`src/rtl/audio_pkg.sv`:
```
// -----------------------------------------------------------------------------
// audio_pkg
// Shared audio definitions: default parameter values for the audio cores and
// the stereo sample pair carried between them.
//
// Samples are stored left-justified in fields of AUDIO_MAX_SAMPLE_WIDTH bits,
// so one packed struct serves every configured sample width. The unused low
// bits are zero, and a core can shift the MSB out first without any indexing.
// -----------------------------------------------------------------------------
package audio_pkg;

    localparam int AUDIO_SAMPLE_WIDTH_DEFAULT = 16;
    localparam int AUDIO_SLOT_WIDTH_DEFAULT   = 32;
    localparam int AUDIO_BCLK_DIV_DEFAULT     = 4;
    localparam int AUDIO_HOLD_DEPTH_DEFAULT   = 1;

    // Widest PCM sample a stereo_sample_t field can hold.
    localparam int AUDIO_MAX_SAMPLE_WIDTH     = 32;

    typedef struct packed {
        logic [AUDIO_MAX_SAMPLE_WIDTH-1:0] left;
        logic [AUDIO_MAX_SAMPLE_WIDTH-1:0] right;
    } stereo_sample_t;

endpackage : audio_pkg

```
`src/rtl/i2s_audio_tx.sv`:
```
// -----------------------------------------------------------------------------
// i2s_audio_tx
// I2S master transmitter. The module divides clk down to the bit clock, frames
// left/right slots on the word select, and shifts signed PCM out MSB-first with
// the standard one-bit delay after each word-select edge. A small holding
// buffer decouples the sample producer from the frame timing.
//
// Parameters
//   SAMPLE_WIDTH : PCM bits per channel (1 .. SLOT_WIDTH-1)
//   SLOT_WIDTH   : bit clocks per channel slot
//   BCLK_DIV     : clk cycles per bit clock (even, >= 2)
//   HOLD_DEPTH   : stereo pairs the holding buffer can keep (1 or 2)
//
// Ports
//   clk          : master clock, the only clock in the module
//   reset_n      : asynchronous active-low reset
//   sample_l/_r  : left/right PCM sample offered by the producer
//   sample_valid : producer offers a pair this cycle
//   sample_ready : a holding entry is free (registered)
//   mono         : right slot repeats the left sample (latched per frame)
//   mute         : force zero data (latched per frame)
//   audio_sclk   : I2S bit clock
//   audio_lrck   : I2S word select, 0 = left slot, 1 = right slot
//   audio_dac    : I2S serial data, changes on sclk falling edges
//   underrun     : one-cycle pulse in the last cycle of a frame when no new
//                  pair is waiting; the previous pair is then repeated
// -----------------------------------------------------------------------------
module i2s_audio_tx
    import audio_pkg::*;
#(
    parameter int SAMPLE_WIDTH = AUDIO_SAMPLE_WIDTH_DEFAULT,
    parameter int SLOT_WIDTH   = AUDIO_SLOT_WIDTH_DEFAULT,
    parameter int BCLK_DIV     = AUDIO_BCLK_DIV_DEFAULT,
    parameter int HOLD_DEPTH   = AUDIO_HOLD_DEPTH_DEFAULT
) (
    input  logic                    clk,
    input  logic                    reset_n,
    input  logic [SAMPLE_WIDTH-1:0] sample_l,
    input  logic [SAMPLE_WIDTH-1:0] sample_r,
    input  logic                    sample_valid,
    output logic                    sample_ready,
    input  logic                    mono,
    input  logic                    mute,
    output logic                    audio_sclk,
    output logic                    audio_lrck,
    output logic                    audio_dac,
    output logic                    underrun
);

    // -------------------------------------------------------------------------
    // Elaboration-time parameter checks
    // -------------------------------------------------------------------------
    if (SAMPLE_WIDTH < 1 || SAMPLE_WIDTH > SLOT_WIDTH - 1) begin : g_bad_sample_width
        $error("i2s_audio_tx: SAMPLE_WIDTH (%0d) must be 1..SLOT_WIDTH-1 (%0d)",
               SAMPLE_WIDTH, SLOT_WIDTH - 1);
    end
    if (SAMPLE_WIDTH > AUDIO_MAX_SAMPLE_WIDTH) begin : g_bad_sample_max
        $error("i2s_audio_tx: SAMPLE_WIDTH (%0d) exceeds AUDIO_MAX_SAMPLE_WIDTH (%0d)",
               SAMPLE_WIDTH, AUDIO_MAX_SAMPLE_WIDTH);
    end
    if (BCLK_DIV < 2 || (BCLK_DIV % 2) != 0) begin : g_bad_bclk_div
        $error("i2s_audio_tx: BCLK_DIV (%0d) must be even and >= 2", BCLK_DIV);
    end
    if (HOLD_DEPTH != 1 && HOLD_DEPTH != 2) begin : g_bad_hold_depth
        $error("i2s_audio_tx: HOLD_DEPTH (%0d) must be 1 or 2", HOLD_DEPTH);
    end

    // -------------------------------------------------------------------------
    // Derived constants
    // -------------------------------------------------------------------------
    localparam int DIV_W = (BCLK_DIV > 2) ? $clog2(BCLK_DIV) : 1;
    localparam int BIT_W = (SLOT_WIDTH > 2) ? $clog2(SLOT_WIDTH) : 1;
    localparam int CNT_W = $clog2(HOLD_DEPTH + 1);
    localparam int PAD_W = AUDIO_MAX_SAMPLE_WIDTH - SAMPLE_WIDTH;

    localparam logic [DIV_W-1:0] DIV_LAST  = DIV_W'(BCLK_DIV - 1);
    localparam logic [DIV_W-1:0] DIV_HALF  = DIV_W'(BCLK_DIV / 2);
    localparam logic [BIT_W-1:0] BIT_LAST  = BIT_W'(SLOT_WIDTH - 1);
    localparam logic [CNT_W-1:0] HOLD_FULL = CNT_W'(HOLD_DEPTH);

    // -------------------------------------------------------------------------
    // Signals
    // -------------------------------------------------------------------------
    logic [DIV_W-1:0] div_cnt;
    logic [DIV_W-1:0] div_next;
    logic [BIT_W-1:0] bit_cnt;
    logic [BIT_W-1:0] bit_next;
    logic             lrck_q;
    logic             lrck_next;
    logic             sclk_q;
    logic             dac_q;

    logic             div_wrap;    // last clk of a bit period (sclk falls next)
    logic             slot_end;    // last clk of a slot
    logic             frame_end;   // last clk of the right slot: transfer cycle

    stereo_sample_t   hold_mem [HOLD_DEPTH];
    logic [CNT_W-1:0] hold_cnt;
    logic [CNT_W-1:0] hold_cnt_next;
    logic [CNT_W-1:0] wr_idx;
    logic             hold_empty;
    logic             ready_q;
    logic             accept;
    logic             pop;

    stereo_sample_t   pair_in;
    stereo_sample_t   active_q;
    stereo_sample_t   active_next;
    logic             mono_q;
    logic             mono_next;
    logic             mute_q;
    logic             mute_next;

    logic [AUDIO_MAX_SAMPLE_WIDTH-1:0] shreg_q;
    logic [AUDIO_MAX_SAMPLE_WIDTH-1:0] slot_word;

    // -------------------------------------------------------------------------
    // Bit-clock and slot timing
    // -------------------------------------------------------------------------
    // NOTE: every variable in an always_comb gets a default before any branch,
    // so no path leaves it unassigned and no latch is inferred.
    always_comb begin
        div_wrap  = (div_cnt == DIV_LAST);
        slot_end  = div_wrap && (bit_cnt == BIT_LAST);
        frame_end = slot_end && lrck_q;

        div_next  = div_wrap ? '0 : div_cnt + 1'b1;

        bit_next  = bit_cnt;
        if (div_wrap) begin
            bit_next = slot_end ? '0 : bit_cnt + 1'b1;
        end

        lrck_next = slot_end ? ~lrck_q : lrck_q;
    end

    // -------------------------------------------------------------------------
    // Holding buffer control
    // -------------------------------------------------------------------------
    // Incoming samples are left-justified so the MSB sits at the top of the
    // shared field width.
    always_comb begin
        pair_in.left  = AUDIO_MAX_SAMPLE_WIDTH'(sample_l) << PAD_W;
        pair_in.right = AUDIO_MAX_SAMPLE_WIDTH'(sample_r) << PAD_W;
    end

    always_comb begin
        hold_empty = (hold_cnt == '0);
        accept     = sample_valid && ready_q;
        pop        = frame_end && !hold_empty;

        hold_cnt_next = hold_cnt;
        case ({accept, pop})
            2'b10:   hold_cnt_next = hold_cnt + 1'b1;
            2'b01:   hold_cnt_next = hold_cnt - 1'b1;
            default: hold_cnt_next = hold_cnt;   // idle, or push and pop together
        endcase

        // A push that coincides with a pop lands one slot lower, because the
        // entries shift down in the same cycle.
        wr_idx = pop ? hold_cnt - 1'b1 : hold_cnt;
    end

    // When the buffer is empty at the transfer point, the old pair is kept.
    assign underrun = frame_end && hold_empty;

    // NOTE: the holding entries have no reset. hold_cnt alone says which
    // entries are valid, so the data storage needs no reset network.
    always_ff @(posedge clk) begin
        for (int i = 0; i < HOLD_DEPTH - 1; i++) begin
            if (pop) begin
                hold_mem[i] <= hold_mem[i + 1];
            end
        end
        // The write comes after the shift so that it wins when both target the
        // same entry.
        for (int i = 0; i < HOLD_DEPTH; i++) begin
            if (accept && (CNT_W'(i) == wr_idx)) begin
                hold_mem[i] <= pair_in;
            end
        end
    end

    // -------------------------------------------------------------------------
    // Frame-level selection: active pair, mono/mute latched at frame start
    // -------------------------------------------------------------------------
    always_comb begin
        active_next = pop       ? hold_mem[0] : active_q;
        mono_next   = frame_end ? mono        : mono_q;
        mute_next   = frame_end ? mute        : mute_q;

        // This is the word for the slot that starts after the current edge.
        // It is used only when slot_end loads the shift register.
        slot_word = active_next.left;
        if (mute_next) begin
            slot_word = '0;
        end else if (lrck_next && !mono_next) begin
            slot_word = active_next.right;
        end
    end

    // -------------------------------------------------------------------------
    // State registers
    // -------------------------------------------------------------------------
    // NOTE: sequential state uses non-blocking assignments, so every register
    // samples the pre-edge values and the order of statements does not matter.
    always_ff @(posedge clk or negedge reset_n) begin
        if (!reset_n) begin
            div_cnt  <= '0;
            bit_cnt  <= '0;
            lrck_q   <= 1'b0;
            sclk_q   <= 1'b0;
            dac_q    <= 1'b0;
            shreg_q  <= '0;
            hold_cnt <= '0;
            ready_q  <= 1'b0;
            active_q <= '0;
            mono_q   <= 1'b0;
            mute_q   <= 1'b0;
        end else begin
            div_cnt  <= div_next;
            bit_cnt  <= bit_next;
            lrck_q   <= lrck_next;
            sclk_q   <= (div_next >= DIV_HALF);
            hold_cnt <= hold_cnt_next;
            ready_q  <= (hold_cnt_next != HOLD_FULL);
            active_q <= active_next;
            mono_q   <= mono_next;
            mute_q   <= mute_next;

            // Bit 0 of each slot is the one-bit I2S delay, so it is always 0.
            // The sample MSB follows on the next bit. Once the sample has been
            // shifted out, only zeros remain, which pads the rest of the slot.
            if (slot_end) begin
                shreg_q <= slot_word;
                dac_q   <= 1'b0;
            end else if (div_wrap) begin
                dac_q   <= shreg_q[AUDIO_MAX_SAMPLE_WIDTH-1];
                shreg_q <= shreg_q << 1;
            end
        end
    end

    assign audio_sclk   = sclk_q;
    assign audio_lrck   = lrck_q;
    assign audio_dac    = dac_q;
    assign sample_ready = ready_q;

endmodule : i2s_audio_tx

```
`config.mk`:
```
export PLATFORM = sky130hd
export DESIGN_NAME = i2s_audio_tx
export DESIGN_NICKNAME = d
export VERILOG_FILES = /design/src/rtl/audio_pkg.sv /design/src/rtl/i2s_audio_tx.sv
export SDC_FILE = /design/constraint.sdc
export NUM_CORES = 1
export LEC_CHECK = 0
export ABC_AREA = 1
export CORE_UTILIZATION = 55
export CTS_CLUSTER_SIZE = 25
export DETAILED_ROUTE_END_ITERATION = 8
export GPL_ROUTABILITY_DRIVEN = 0
export PLACE_DENSITY = 0.75
export SLEW_MARGIN = 10
export SYNTH_ARGS = -nofsm -noshare
export SYNTH_HDL_FRONTEND = slang
export SYNTH_SLANG_ARGS = --single-unit
```
`constraint.sdc`:
```
create_clock -name clk -period 5.1 [get_ports clk]
set_clock_uncertainty 0.2 [all_clocks]
set_input_delay 0.765 -clock clk [delete_from_list [all_inputs] [get_ports clk]]
set_output_delay 0.765 -clock clk [all_outputs]
set_load 0.1 [all_outputs]
```
# Word-level counts from Yosys, hierarchy flattened
# Memories as Yosys holds them, arrays and structs flattened.
# Cells that the tools add are included.
# Widths: inputs -> output; s select.
op_classes:
  addsub: 4
  order_cmp: 1
  n_eq_ne: 4
  mux: 16
  bitwise_logic: 4
  reduce_logical: 9
ops:
  columns: ["operator", "n"]
  rows:
  - ["$mux 32", 4]
  - ["$mux 64", 1]
  - ["$mux 1", 8]
  - ["$logic_and 1x1->1", 7]
  - ["$add 5x1->5 const B", 1]
  - ["$eq 5x5->1 const B", 1]
  - ["$mux 5", 1]
  - ["$eq 2x2->1 const B", 2]
  - ["$not 1->1", 4]
  - ["$add 2x1->2 const B", 1]
  - ["$eq 2x1->1 const B", 1]
  - ["$ge 2x2->1 const B", 1]
  - ["$mux 2", 1]
  - ["$pmux 1 s2", 1]
  - ["$reduce_bool 2->1", 1]
  - ["$add 1x1->1 const B", 1]
  - ["$logic_not 1->1", 1]
  - ["$sub 1x1->1 const B", 1]
word_totals:
  register_bits: 110
  ram_bits: 32
  in_bits: 37
  output_inout_bits: 5
  elab_cells: 51
  memories: 1
memory_table:
  columns: ["name", "depth", "word_bits", "rd", "rd_ports_with_merged_regs", "wr", "line_no", "rtl"]
  rows:
  - ["hold_mem", 1, 32, 1, 0, 1, "i2s_audio_tx.sv:97", "stereo_sample_t hold_mem [HOLD_DEPTH];"]

# Depth between registers and ports, before layout
depth:
  word_depth: 9
  depth_mapped: 15
  mapped_depth_nobuf: 14

# Worst setup path before layout
# Ideal clock, no wire load.
synth_path:
  kind: "register to register"
  startpoint: "reg div_cnt[1]"
  endpoint: "mem hold_mem[0][0] (netlist name), enable pin"
  setup_time_ps: 432
  arrival_ps: 3292
  t_required_ps: 4468
  path_slack_ps: 1176
  path_stages_with_launch: 7
  path_buffers: 0
  period_less_slack_ps: 3924
  cell_sequence: "dfrtp_1 -> ha_1 -> nand2_1 -> inv_1 -> ha_1 -> inv_1 -> a21oi_1"
synth_via:
  elab_chain_len: 9
synth_lines:
  columns: ["element", "line_no", "rtl"]
  rows:
  - ["start, declared", "i2s_audio_tx.sv:84", "logic [DIV_W-1:0] div_cnt;"]
  - ["start signal, assigned", "i2s_audio_tx.sv:221", "div_cnt <= div_next;"]
  - ["$eq 2x2->1", "i2s_audio_tx.sv:123", "div_wrap = (div_cnt == DIV_LAST);"]
  - ["$logic_and 1x1->1", "i2s_audio_tx.sv:124", "slot_end = div_wrap && (bit_cnt == BIT_LAST);"]
  - ["$logic_and 1x1->1", "i2s_audio_tx.sv:125", "frame_end = slot_end && lrck_q;"]
  - ["$logic_and 1x1->1", "i2s_audio_tx.sv:150", "pop = frame_end && !hold_empty;"]
  - ["$mux 1", "i2s_audio_tx.sv:161", "wr_idx = pop ? hold_cnt - 1'b1 : hold_cnt;"]
  - ["$not 1->1", "i2s_audio_tx.sv:178", "if (accept && (CNT_W'(i) == wr_idx)) begin"]
  - ["$logic_and 1x1->1", "i2s_audio_tx.sv:178", null]
  - ["$mux 1", "i2s_audio_tx.sv:178", null]
  - ["$mux 1 (not written as such)", "i2s_audio_tx.sv:179", "hold_mem[i] <= pair_in;"]
  - ["end, declared", "i2s_audio_tx.sv:97", null]
# Every way passes these cells.

# Worst setup path in the final report
layout_path:
  startpoint: "reg bit_cnt[1]"
  endpoint: "out underrun"
layout_via:
  elab_chain_len: 4
layout_lines:
  columns: ["element", "line_no", "rtl"]
  rows:
  - ["start, declared", "i2s_audio_tx.sv:86", "logic [BIT_W-1:0] bit_cnt;"]
  - ["start signal, assigned", "i2s_audio_tx.sv:222", "bit_cnt <= bit_next;"]
  - ["$eq 5x5->1", "i2s_audio_tx.sv:124", null]
  - ["$logic_and 1x1->1", "i2s_audio_tx.sv:124", null]
  - ["$logic_and 1x1->1", "i2s_audio_tx.sv:125", null]
  - ["$logic_and 1x1->1", "i2s_audio_tx.sv:165", "assign underrun = frame_end && hold_empty;"]
  - ["end, declared", "i2s_audio_tx.sv:47", "output logic underrun"]
# Every way passes these cells.

==> results.yml <==
critical_path:
  critPathCaptureType: "output port"
  crit_fanout: 20
  worstSetupStartpointType: "flip-flop"
  worstPathRequired_ps: 4140
  path_class: "reg -> out"
  arrival_ps: 3160
timing:
  rsz0062_at_grt: "false"
  worst_slack_ps: 976
  fin_crit_ps: 4120
  final.setup.tns_ps: 0
  max_slew_margin_pct: 26.2
  setup_viol: 0
  slew_violations: 0
  post-route-period-util_pct: 80.9
  whs_ps: 155
  tightest_slew_ps: 1100
  fmax_ghz: 0.243
  hold_viol_final: 0
power:
  clkPwrFrac_pct: 47.3
  vdd_drop_max_v: 0.000260
  p_sw_mw: 0.582
  p_per_area_nw_per_um2: 388
  p_leak_nw: 3.83
  p_seq_share_pct: 47.3
  power_mw: 2.70
  swShare_pct: 21.6
  pwr-share-comb_pct: 5.4
  p_int_mw: 2.12
clock_network:
  numCtsBuffers: 17
  post-cts-setup-buffers: 0
  ctsHoldBuffers: 0
  root_buffer: "clkbuf_8"
  clk_latency_ps: 520
  cts_tree: "yes"
  h-tree-depth: 4
  cts_sinks: 141
  clk_pin_slew_ps: 60
  cts_resized: 0
  clockBufferDepth: 2
layout:
  fill_cells: 842
  multiInputGateArea_um2: 1580
  fin_nets: 717
  fin_util_pct: 67.0
  area_delta_synth_final_pct: 17.5
  final_layout_size_suffix_gt1_share_pct: 5.97
  diodes: 0
  regArea_um2: 3690
synth:
  async_flop_share_pct: 77.3
  synth.net_count: 685
  synth.most_common_cell: "nand2_1"
  synth_top_area_share_pct: 46.2
  synthFlopType: "dfrtp_1"
  avgSynthCellArea_um2: 9.20
  yosys_register_bits: 141
  synth-edff-count: 32
  synth_common_cells: "nand2_1, inv_1, dfrtp_1"
  syn_area_um2: 5910
  synth_top_area_cell: "dfrtp_1"
  yosys.cell_types.count: 25
  yosysSeqAreaShare_pct: 62.4
  yosysWarningCount: 0
  synthCells: 642
  ys_top_cells_by_area: "dfrtp_1, edfxtp_1, nand2_1"
place:
  dpl_worst_slack_ps: 1360
  dpl.hpwl_mm: 6.45
  port_buffers: 41
global_routing:
  grt_pass1_vias: 4201
  grt_max_degree: 81
  antenna_found_initial: 0
  grt_use_total_pct: 22.7
  grt_pass1_wl_mm: 19.5
  overflow: 0
drt:
  drt-total-wl_mm: 11.1
  vias_per_cell: 5.11
  dr.pass1.iters: 5
  vias: 4204
  detail_route.wl_per_cell_um: 13.5
  antenna_left: 0
  drtIter0Drc: 296
  drc: 0
floorplan:
  core_um2: 10400
  rows: 37
  fp.dieW_um: 106
  start_util_pct: 57.0
  dieArea_um2: 11200
  die_h_um: 106
  io_pins: 42
flow_run:
  cap_violations: 0
min_path:
  hold_path_class: "in -> async"
run_status:
  status: "completed"
## through the flow
step,instances,instance area (µm²)
2_1_floorplan,642,5910
3_3_place_gp,791,6330
3_5_place_dp,791,6330
4_1_cts,823,6950
5_1_grt,823,6950
6_report,823,6950
## cells by family after synthesis
| kind of cell | after synthesis | share of synthesized area (%) |
|---|---|---|
| adder cells (fa/ha/maj) | 6 | 1.27 |
| AO/OA/AOI/OAI | 86 | 7.39 |
| AND/OR/NAND/NOR | 254 | 17.8 |
| buffers and inverters | 155 | 11.1 |
| flip-flops | 141 | 62.4 |
## layer usage
metal | vias up | share of wire [%] | global-route usage [%]
met5 | - | 0 | 0
met4 | 0 | 0.98 | 7.24
met3 | 10 | 4.2 | 5.81
met2 | 92 | 51 | 38.2
met1 | 2056 | 43 | 28.7
li1 | 2046 | - | -
## layout make-up
cell class	instances	area share, %
well taps	136	2.45
clock inverters	13	2.83
clock buffers	19	6.07
multi-input cells	346	22.7
flip-flops and latches	141	53.1
inverters	124	6.70
repair buffers	44	6.16
## registers in the layout, indices dropped and copies added, names as in the netlist, named ones only
| signal | flops |
|---|---|
| div_cnt | 2 |
| bit_cnt | 5 |
| audio_lrck | 1 |
| active_q | 64 |
| mute_q | 1 |
| hold_mem | 32 |
| audio_dac | 1 |
| shreg_q | 32 |
| mono_q | 1 |
| sample_ready | 1 |
## power groups by stage
stage	Sequential (mW)	Combinational, mW	Clock [mW]
floorplan	1.30	0.0632	0
global placement	1.29	0.143	0
detailed placement	1.30	0.146	0
CTS	1.28	0.148	1.30
global route	1.28	0.161	1.35
finish	1.28	0.146	1.28
## worst paths after layout
check	slack (ps)	start	to	depth (start not counted)
setup reg to reg	1310	bit_cnt[1]	sample_ready	12
max in group asynchronous	3460	reset_n	shreg_q[16]	2
hold / removal	150	reset_n	active_q[60]	1
hold reg to reg	230	div_cnt[0]	div_cnt[0]	1
setup / recovery	980	bit_cnt[1]	underrun	10
min in group clk	230	div_cnt[0]	div_cnt[0]	1
## worst max-delay path, stage by stage, from the launching register on
cell and delay (ps):
dfrtp_1 390, ha_1 200, inv_1 80, nor3_1 140
ha_1 200, nand2_1 110, inv_1 140, ha_1 660
inv_1 240, nor2_1 160, buf_4 310
## placed cells by master (no fill, tap or decap)
master | netlist | layout
a21oi_1 | 65 | 64
a21oi_4 | 0 | 1
a31oi_1 | 1 | 1
buf_4 | 6 | 5
bufinv_16 | 0 | 5
clkbuf_1 | 8 | 2
clkbuf_16 | 0 | 16
clkbuf_8 | 0 | 1
clkdlybuf4s50_1 | 0 | 39
clkinv_1 | 2 | 5
clkinv_2 | 0 | 2
clkinv_4 | 0 | 2
clkinvlp_4 | 0 | 1
dfrtp_1 | 109 | 109
edfxtp_1 | 32 | 32
ha_1 | 6 | 6
inv_1 | 121 | 121
inv_2 | 1 | 1
nand2_1 | 157 | 157
nand2_2 | 3 | 3
nand2_4 | 1 | 1
nand3_1 | 49 | 49
nand3_2 | 1 | 1
nor2_1 | 36 | 36
nor2_2 | 1 | 1
nor2_4 | 1 | 1
nor3_1 | 5 | 5
o211ai_1 | 1 | 1
o21ai_0 | 2 | 2
o21ai_1 | 16 | 16
o21bai_1 | 1 | 1
No activity file was read; power rests on OpenSTA's default activity.
